**src/rtl/attrs.sv**
```systemverilog
// Shared attributes for the program ROM and its serial loader: instruction
// word geometry, ROM depth and the loader state encoding.
package attrs;

  localparam int IR_WIDTH  = 32;
  localparam int ROM_DEPTH = 256;
  localparam int IR_BYTES  = (IR_WIDTH + 7) / 8;

  typedef logic [IR_WIDTH-1:0] ir_word_t;

  typedef enum logic [2:0] {
    S_IDLE,
    S_HDR,
    S_ENTER,
    S_ASM,
    S_AVAIL,
    S_RELEASE,
    S_CKSUM,
    S_FINISH
  } loader_state_t;

endpackage

```
**src/rtl/prog_loader.sv**
```systemverilog
// Program loader: receives a byte stream (16-bit LSB-first word count, then
// LSB-first instruction words) and writes it into the program ROM over the
// prog / p_avail / p_ready / p_lo_ack handshake, keeping the cores in reset
// (prog high) for the whole load.
// Optional feature macro PROG_LOADER_CKSUM_EN: a trailing XOR checksum byte
// is verified; on mismatch prog is held high until reset or a new load.
module prog_loader
  import attrs::*;
#(
  parameter int ACK_TIMEOUT = 1024
) (
  input  logic                clk,
  input  logic                rst,
  input  logic                src_valid,
  input  logic [7:0]          src_data,
  output logic                src_ready,
  output logic                prog,
  output logic                p_avail,
  output logic [IR_WIDTH-1:0] p_d_in,
  input  logic                p_ready,
  input  logic                p_lo_ack,
  output logic                busy,
  output logic                done,
  output logic                err
);

  localparam int WAIT_W = $clog2(ACK_TIMEOUT + 1);
  localparam int ASM_W  = IR_BYTES * 8;
  localparam int BIDX_W = (IR_BYTES > 1) ? $clog2(IR_BYTES) : 1;
  localparam logic [15:0]       MAX_N     = 16'(ROM_DEPTH);
  localparam logic [BIDX_W-1:0] LAST_BYTE = BIDX_W'(IR_BYTES - 1);
  localparam logic [WAIT_W-1:0] WAIT_LAST = WAIT_W'(ACK_TIMEOUT - 1);

  loader_state_t     state_q, state_d;
  logic [15:0]       rem_q, rem_d;
  logic [BIDX_W-1:0] bidx_q, bidx_d;
  logic [ASM_W-1:0]  asm_q, asm_d;
  logic [WAIT_W-1:0] wait_q, wait_d;
  logic              done_q, done_d;
  logic              err_q, err_d;
`ifdef PROG_LOADER_CKSUM_EN
  logic [7:0]        cks_q, cks_d;
  logic              hold_q, hold_d;
`endif

  logic              accept;
  logic              timeout;
  logic [15:0]       hdr_n;
  logic [ASM_W+7:0]  shift_w;

  // State and datapath registers
  always_ff @(posedge clk) begin
    if (rst) begin
      state_q <= S_IDLE;
      rem_q   <= '0;
      bidx_q  <= '0;
      asm_q   <= '0;
      wait_q  <= '0;
      done_q  <= 1'b0;
      err_q   <= 1'b0;
`ifdef PROG_LOADER_CKSUM_EN
      cks_q   <= '0;
      hold_q  <= 1'b0;
`endif
    end else begin
      state_q <= state_d;
      rem_q   <= rem_d;
      bidx_q  <= bidx_d;
      asm_q   <= asm_d;
      wait_q  <= wait_d;
      done_q  <= done_d;
      err_q   <= err_d;
`ifdef PROG_LOADER_CKSUM_EN
      cks_q   <= cks_d;
      hold_q  <= hold_d;
`endif
    end
  end

  // Next-state and datapath update logic
  always_comb begin
    state_d = state_q;
    rem_d   = rem_q;
    bidx_d  = bidx_q;
    asm_d   = asm_q;
    done_d  = 1'b0;
    err_d   = 1'b0;
`ifdef PROG_LOADER_CKSUM_EN
    cks_d   = cks_q;
    hold_d  = hold_q;
`endif
    accept  = src_valid && src_ready;
    timeout = (wait_q == WAIT_LAST);
    hdr_n   = {src_data, rem_q[7:0]};
    shift_w = {src_data, asm_q};

    case (state_q)
      S_IDLE: begin
        if (accept) begin
          rem_d   = {8'h00, src_data};
          state_d = S_HDR;
`ifdef PROG_LOADER_CKSUM_EN
          cks_d   = src_data;
`endif
        end
      end
      S_HDR: begin
        if (accept) begin
          rem_d = hdr_n;
`ifdef PROG_LOADER_CKSUM_EN
          cks_d = cks_q ^ src_data;
`endif
          if (hdr_n == 16'd0) begin
            done_d  = 1'b1;
            state_d = S_IDLE;
`ifdef PROG_LOADER_CKSUM_EN
            hold_d  = 1'b0;
`endif
          end else if (hdr_n > MAX_N) begin
            // Oversized program: reject before touching the ROM.
            err_d   = 1'b1;
            state_d = S_IDLE;
          end else begin
            state_d = S_ENTER;
`ifdef PROG_LOADER_CKSUM_EN
            hold_d  = 1'b0;
`endif
          end
        end
      end
      S_ENTER: begin
        if (p_lo_ack) begin
          bidx_d  = '0;
          state_d = S_ASM;
        end else if (timeout) begin
          err_d   = 1'b1;
          state_d = S_IDLE;
        end
      end
      S_ASM: begin
        if (accept) begin
          asm_d = shift_w[ASM_W+7:8];
`ifdef PROG_LOADER_CKSUM_EN
          cks_d = cks_q ^ src_data;
`endif
          if (bidx_q == LAST_BYTE) begin
            bidx_d  = '0;
            state_d = S_AVAIL;
          end else begin
            bidx_d  = bidx_q + BIDX_W'(1);
          end
        end
      end
      S_AVAIL: begin
        if (p_ready) begin
          state_d = S_RELEASE;
        end else if (timeout) begin
          err_d   = 1'b1;
          state_d = S_IDLE;
        end
      end
      S_RELEASE: begin
        if (p_lo_ack) begin
          rem_d = rem_q - 16'd1;
          if (rem_q == 16'd1) begin
`ifdef PROG_LOADER_CKSUM_EN
            state_d = S_CKSUM;
`else
            state_d = S_FINISH;
`endif
          end else begin
            state_d = S_ASM;
          end
        end else if (timeout) begin
          err_d   = 1'b1;
          state_d = S_IDLE;
        end
      end
`ifdef PROG_LOADER_CKSUM_EN
      S_CKSUM: begin
        if (accept) begin
          if (src_data == cks_q) begin
            state_d = S_FINISH;
          end else begin
            // Corrupt image in ROM: keep the cores parked in reset.
            err_d   = 1'b1;
            hold_d  = 1'b1;
            state_d = S_IDLE;
          end
        end
      end
`endif
      S_FINISH: begin
        done_d  = 1'b1;
        state_d = S_IDLE;
      end
      default: state_d = S_IDLE;
    endcase

    // Handshake wait counter restarts whenever the state changes.
    if (state_d != state_q) begin
      wait_d = '0;
    end else if (state_q == S_ENTER || state_q == S_AVAIL || state_q == S_RELEASE) begin
      wait_d = wait_q + WAIT_W'(1);
    end else begin
      wait_d = '0;
    end
  end

  // Moore outputs decoded from the current state
  always_comb begin
    src_ready = 1'b0;
    prog      = 1'b0;
    p_avail   = 1'b0;
    busy      = (state_q != S_IDLE);
    case (state_q)
      S_IDLE, S_HDR: src_ready = !rst;
      S_ENTER:       prog = 1'b1;
      S_ASM: begin
        src_ready = !rst;
        prog      = 1'b1;
      end
      S_AVAIL: begin
        prog    = 1'b1;
        p_avail = 1'b1;
      end
      S_RELEASE:     prog = 1'b1;
      S_CKSUM: begin
        src_ready = !rst;
        prog      = 1'b1;
      end
      default: ;
    endcase
`ifdef PROG_LOADER_CKSUM_EN
    if (hold_q) prog = 1'b1;
`endif
  end

  assign p_d_in = asm_q[IR_WIDTH-1:0];
  assign done   = done_q;
  assign err    = err_q;

endmodule

```
**config.mk**
```make
export PLATFORM = sky130hd
export DESIGN_NAME = prog_loader
export DESIGN_NICKNAME = d
export VERILOG_FILES = /design/src/rtl/attrs.sv /design/src/rtl/prog_loader.sv
export SDC_FILE = /design/constraint.sdc
export NUM_CORES = 1
export LEC_CHECK = 0
export ABC_AREA = 1
export BUFFER_PORTS_ARGS = -buffer_cell sky130_fd_sc_hd__buf_2
export CORE_MARGIN = 4
export CORE_UTILIZATION = 60
export DETAILED_ROUTE_END_ITERATION = 16
export PLACE_DENSITY = 0.83
export SYNTH_ARGS = -nofsm -noshare
export SYNTH_HDL_FRONTEND = slang
export SYNTH_SLANG_ARGS = --single-unit
```
**constraint.sdc**
```tcl
create_clock -name clk -period 3.3 [get_ports clk]
set_clock_uncertainty 0.1 [all_clocks]
set_input_delay 0.33 -clock clk [delete_from_list [all_inputs] [get_ports clk]]
set_output_delay 0.33 -clock clk [all_outputs]
set_load 0.005 [all_outputs]
```
==> flow_summary.ini <==
[critical_path]
critical_path.slowest_cell = dfxtp_1
r2r_end = wait_q[0]
cp-end-kind = flop
start_kind = flop
arrival_ns = 2.47
crit_type = reg -> reg
required_ns = 3.47
cpMostUsedCell = nand2_1
critical_path.max_stage_delay_ns = 0.57
r2r_slack_ns = 1.0
critPathMaxFanout = 13
r2r_start = state_q[2]
r2r_cells = 10
crit_chain = nand3_2 -> inv_2 -> nand2_1 -> nand2_1 -> nor2_2 -> nand2_1 -> nand2_1 -> nand2_1 -> nand3_2 -> nor2_1

[timing]
slew_headroom_pct = 61.3
fin_crit_sh_pct = 69.7
clock.fmax_ghz = 0.434
final-setup-viol-count = 0
rsz0062_at_grt = false
worst_pin_slew_ns = 0.579
fin_crit_ns = 2.30
hold_ws_ns = 0.170
tns_ns = 0
finalHoldViolCount = 0
worst_slack_ns = 0.998
slew_violations = 0

[clock_tree]
cts_hold_buffers = 0
post_cts_resized = 0
clk_latency_ns = 0.34
clkTransAtPathRegs_ns = 0.08
cts_setup_buffers = 0
cts_max_path_buffers = 2
cts_buffers = 9
cts_max_level = 3
clkSinkCount = 66
cts-root-buf = clkbuf_8
cts_tree = yes

[min_path]
min_from = src_data[2]
hold-path-cell-count = 3
min_path_type = in -> reg
min_to = p_d_in[26]

[yosys]
synth_compound_area_share_pct = 17.3
synth_area_leader_cell = dfxtp_1
synth-adder-area-share_pct = 1.48
synthesis.area_um2 = 3370
muxShareOfSynthArea_pct = 0
synth_area_leaders = dfxtp_1, nor2_1, o21ai_0, nand2_1, inv_1
syn_nets = 500
synth_xor_area_share_pct = 2.86
synthSimpleGateAreaFrac_pct = 29.1
synth_cells = 483
synth.ff_latch_count = 66
avgSynthCellArea_um2 = 6.99
synth_top_family_by_area = simple AND/OR/NAND/NOR gates
synth_top_area_share_pct = 39.2
yosysUniqueCellTypes = 34
synth_warnings = 0
yosysSeqAreaShare_pct = 39.2

[routing]
wl_per_cell_um = 13.1
wl_um = 7920
post_drt_via_cell_ratio = 5.39
drc = 0
ant_nets = 0
drt-initial-drc-count = 263
drt_first_pass_iters = 4
vias = 3254

[layout]
postLayoutCoreUtil_pct = 69.8
area_growth_pct = 13.3
fin_cells = 604
antenna_cells = 0
finish.net_count = 544
drive_gt1_share_pct = 19.2
final_cell_area_um2 = 3820

[die]
fp.dieW_um = 83.0
initial_core_util_pct = 61.7
die_area_um2 = 6890
io_pins = 51
die_h_um = 83.0
rows = 27
core_um2 = 5470

[grt]
overflow = 0
first_global_vias = 2974
grt.total_usage_pct = 23.5
antenna_found_initial = 0
grt_pass1_wl_um = 13400
grt_max_degree = 40

[run_status]
status = complete, no violations

[placed_design]
pre_cts_slack_ns = 0.950
hpwl_um = 5720
post_dp_cell_area_um2 = 3600
routabilityCongestion = 0.917
place_inst = 588
io_buffers = 50

[power]
vdd_drop_max_mv = 0.342
fin_total_pwr_mw = 1.84
p_per_area_nw_per_um2 = 482
p_leak_nw = 1.76

[flow_run]
cap_violations = 0
[cell usage after synthesis]
library cell and instances:
nor2_4 2, o21ai_1 5, nand3_1 24, a21oi_1 35, nand3_2 4, nand4_1 5, o21ai_2 1, nor3_1 3
nand2_4 1, a32oi_1 1, clkbuf_1 7, o21bai_1 3, a31oi_1 1, a32o_1 2, a22oi_1 2, xnor2_1 6
nand3b_1 1, a211oi_1 1, xor2_1 5, nand2_2 4, inv_4 1, nor2_2 14, buf_2 3, nand3_4 1
nor2_1 100, o21ai_0 50, ha_1 4, dfxtp_1 66, buf_6 6, buf_4 2, inv_1 49, inv_2 7
o211ai_1 6, nand2_1 61
[area by class of cell]
class                           instances  area, µm²
Clock buffer                            9        124
Timing Repair Buffer                   51        258
Tap cell                               72       90.1
Sequential cell                        66       1320
Inverter                               57        216
Multi-Input combinational cell        342       1710
Clock inverter                          7        100
Fill cell                             500       1650
[per-layer routing]
metal	wire length [µm]	share of wire [%]	track usage [%]	vias to the layer above
li1	-	-	-	1650
met1	3390	43	29.2	1468
met2	3790	48	38.0	113
met3	527	6.7	4.46	23
met4	205	2.6	12.9	0
met5	0	0	0	-
[placed cells by master (no fill, tap or decap), drive strengths merged, types with 2 or more instances in the layout]
master / count
nor2: 116
o211ai: 6
xnor2: 6
a22oi: 2
o21ai: 56
inv: 59
nand4: 5
a32o: 2
ha: 4
dfxtp: 66
clkbuf: 9
buf: 51
o21bai: 3
bufinv: 2
xor2: 5
clkinv: 3
nand3: 29
nor3: 3
a21oi: 35
nand2: 66
[worst max-delay path by stage]
| stage | depth (start not counted) | to | startpoint |
|---|---|---|---|
| CTS | 10 | wait_q[0] | state_q[2] |
| floorplan | 12 | wait_q[2] | rem_q[0] |
| finish | 10 | wait_q[0] | state_q[2] |
| global placement | 10 | p_d_in[26] | rst |
| global route | 10 | wait_q[0] | state_q[2] |
| detailed placement | 10 | p_d_in[27] | rst |
[kinds of logic after synthesis]
logic type                 after synthesis
xor gates and xnor gates                11
and+or+nand+nor                        220
DFF                                     66
adders and majority gates                4
buffers and inverters                   75
AOI/OAI and AO/OA                      107
[critical path: cells and delay by family (launching register included)]
family | cells | cell delay, ns
DFF | 1 | 0.57
buffers and inverters | 1 | 0.34
and+or+nand+nor | 9 | 1.22
[state kept, by name, indices dropped and copies added (netlist names)]
signal,count
bidx_q,2
wait_q,11
err,1
state_q,3
done,1
rem_q,16
p_d_in,32
[power by group]
group          internal, mW  leakage [nW]  switching [mW]
clock network         0.432         0.114           0.338
registers             0.818         0.535          0.0251
logic                0.0765          1.11           0.155
total                  1.33          1.76           0.518
(Power assumes the default switching activity.)
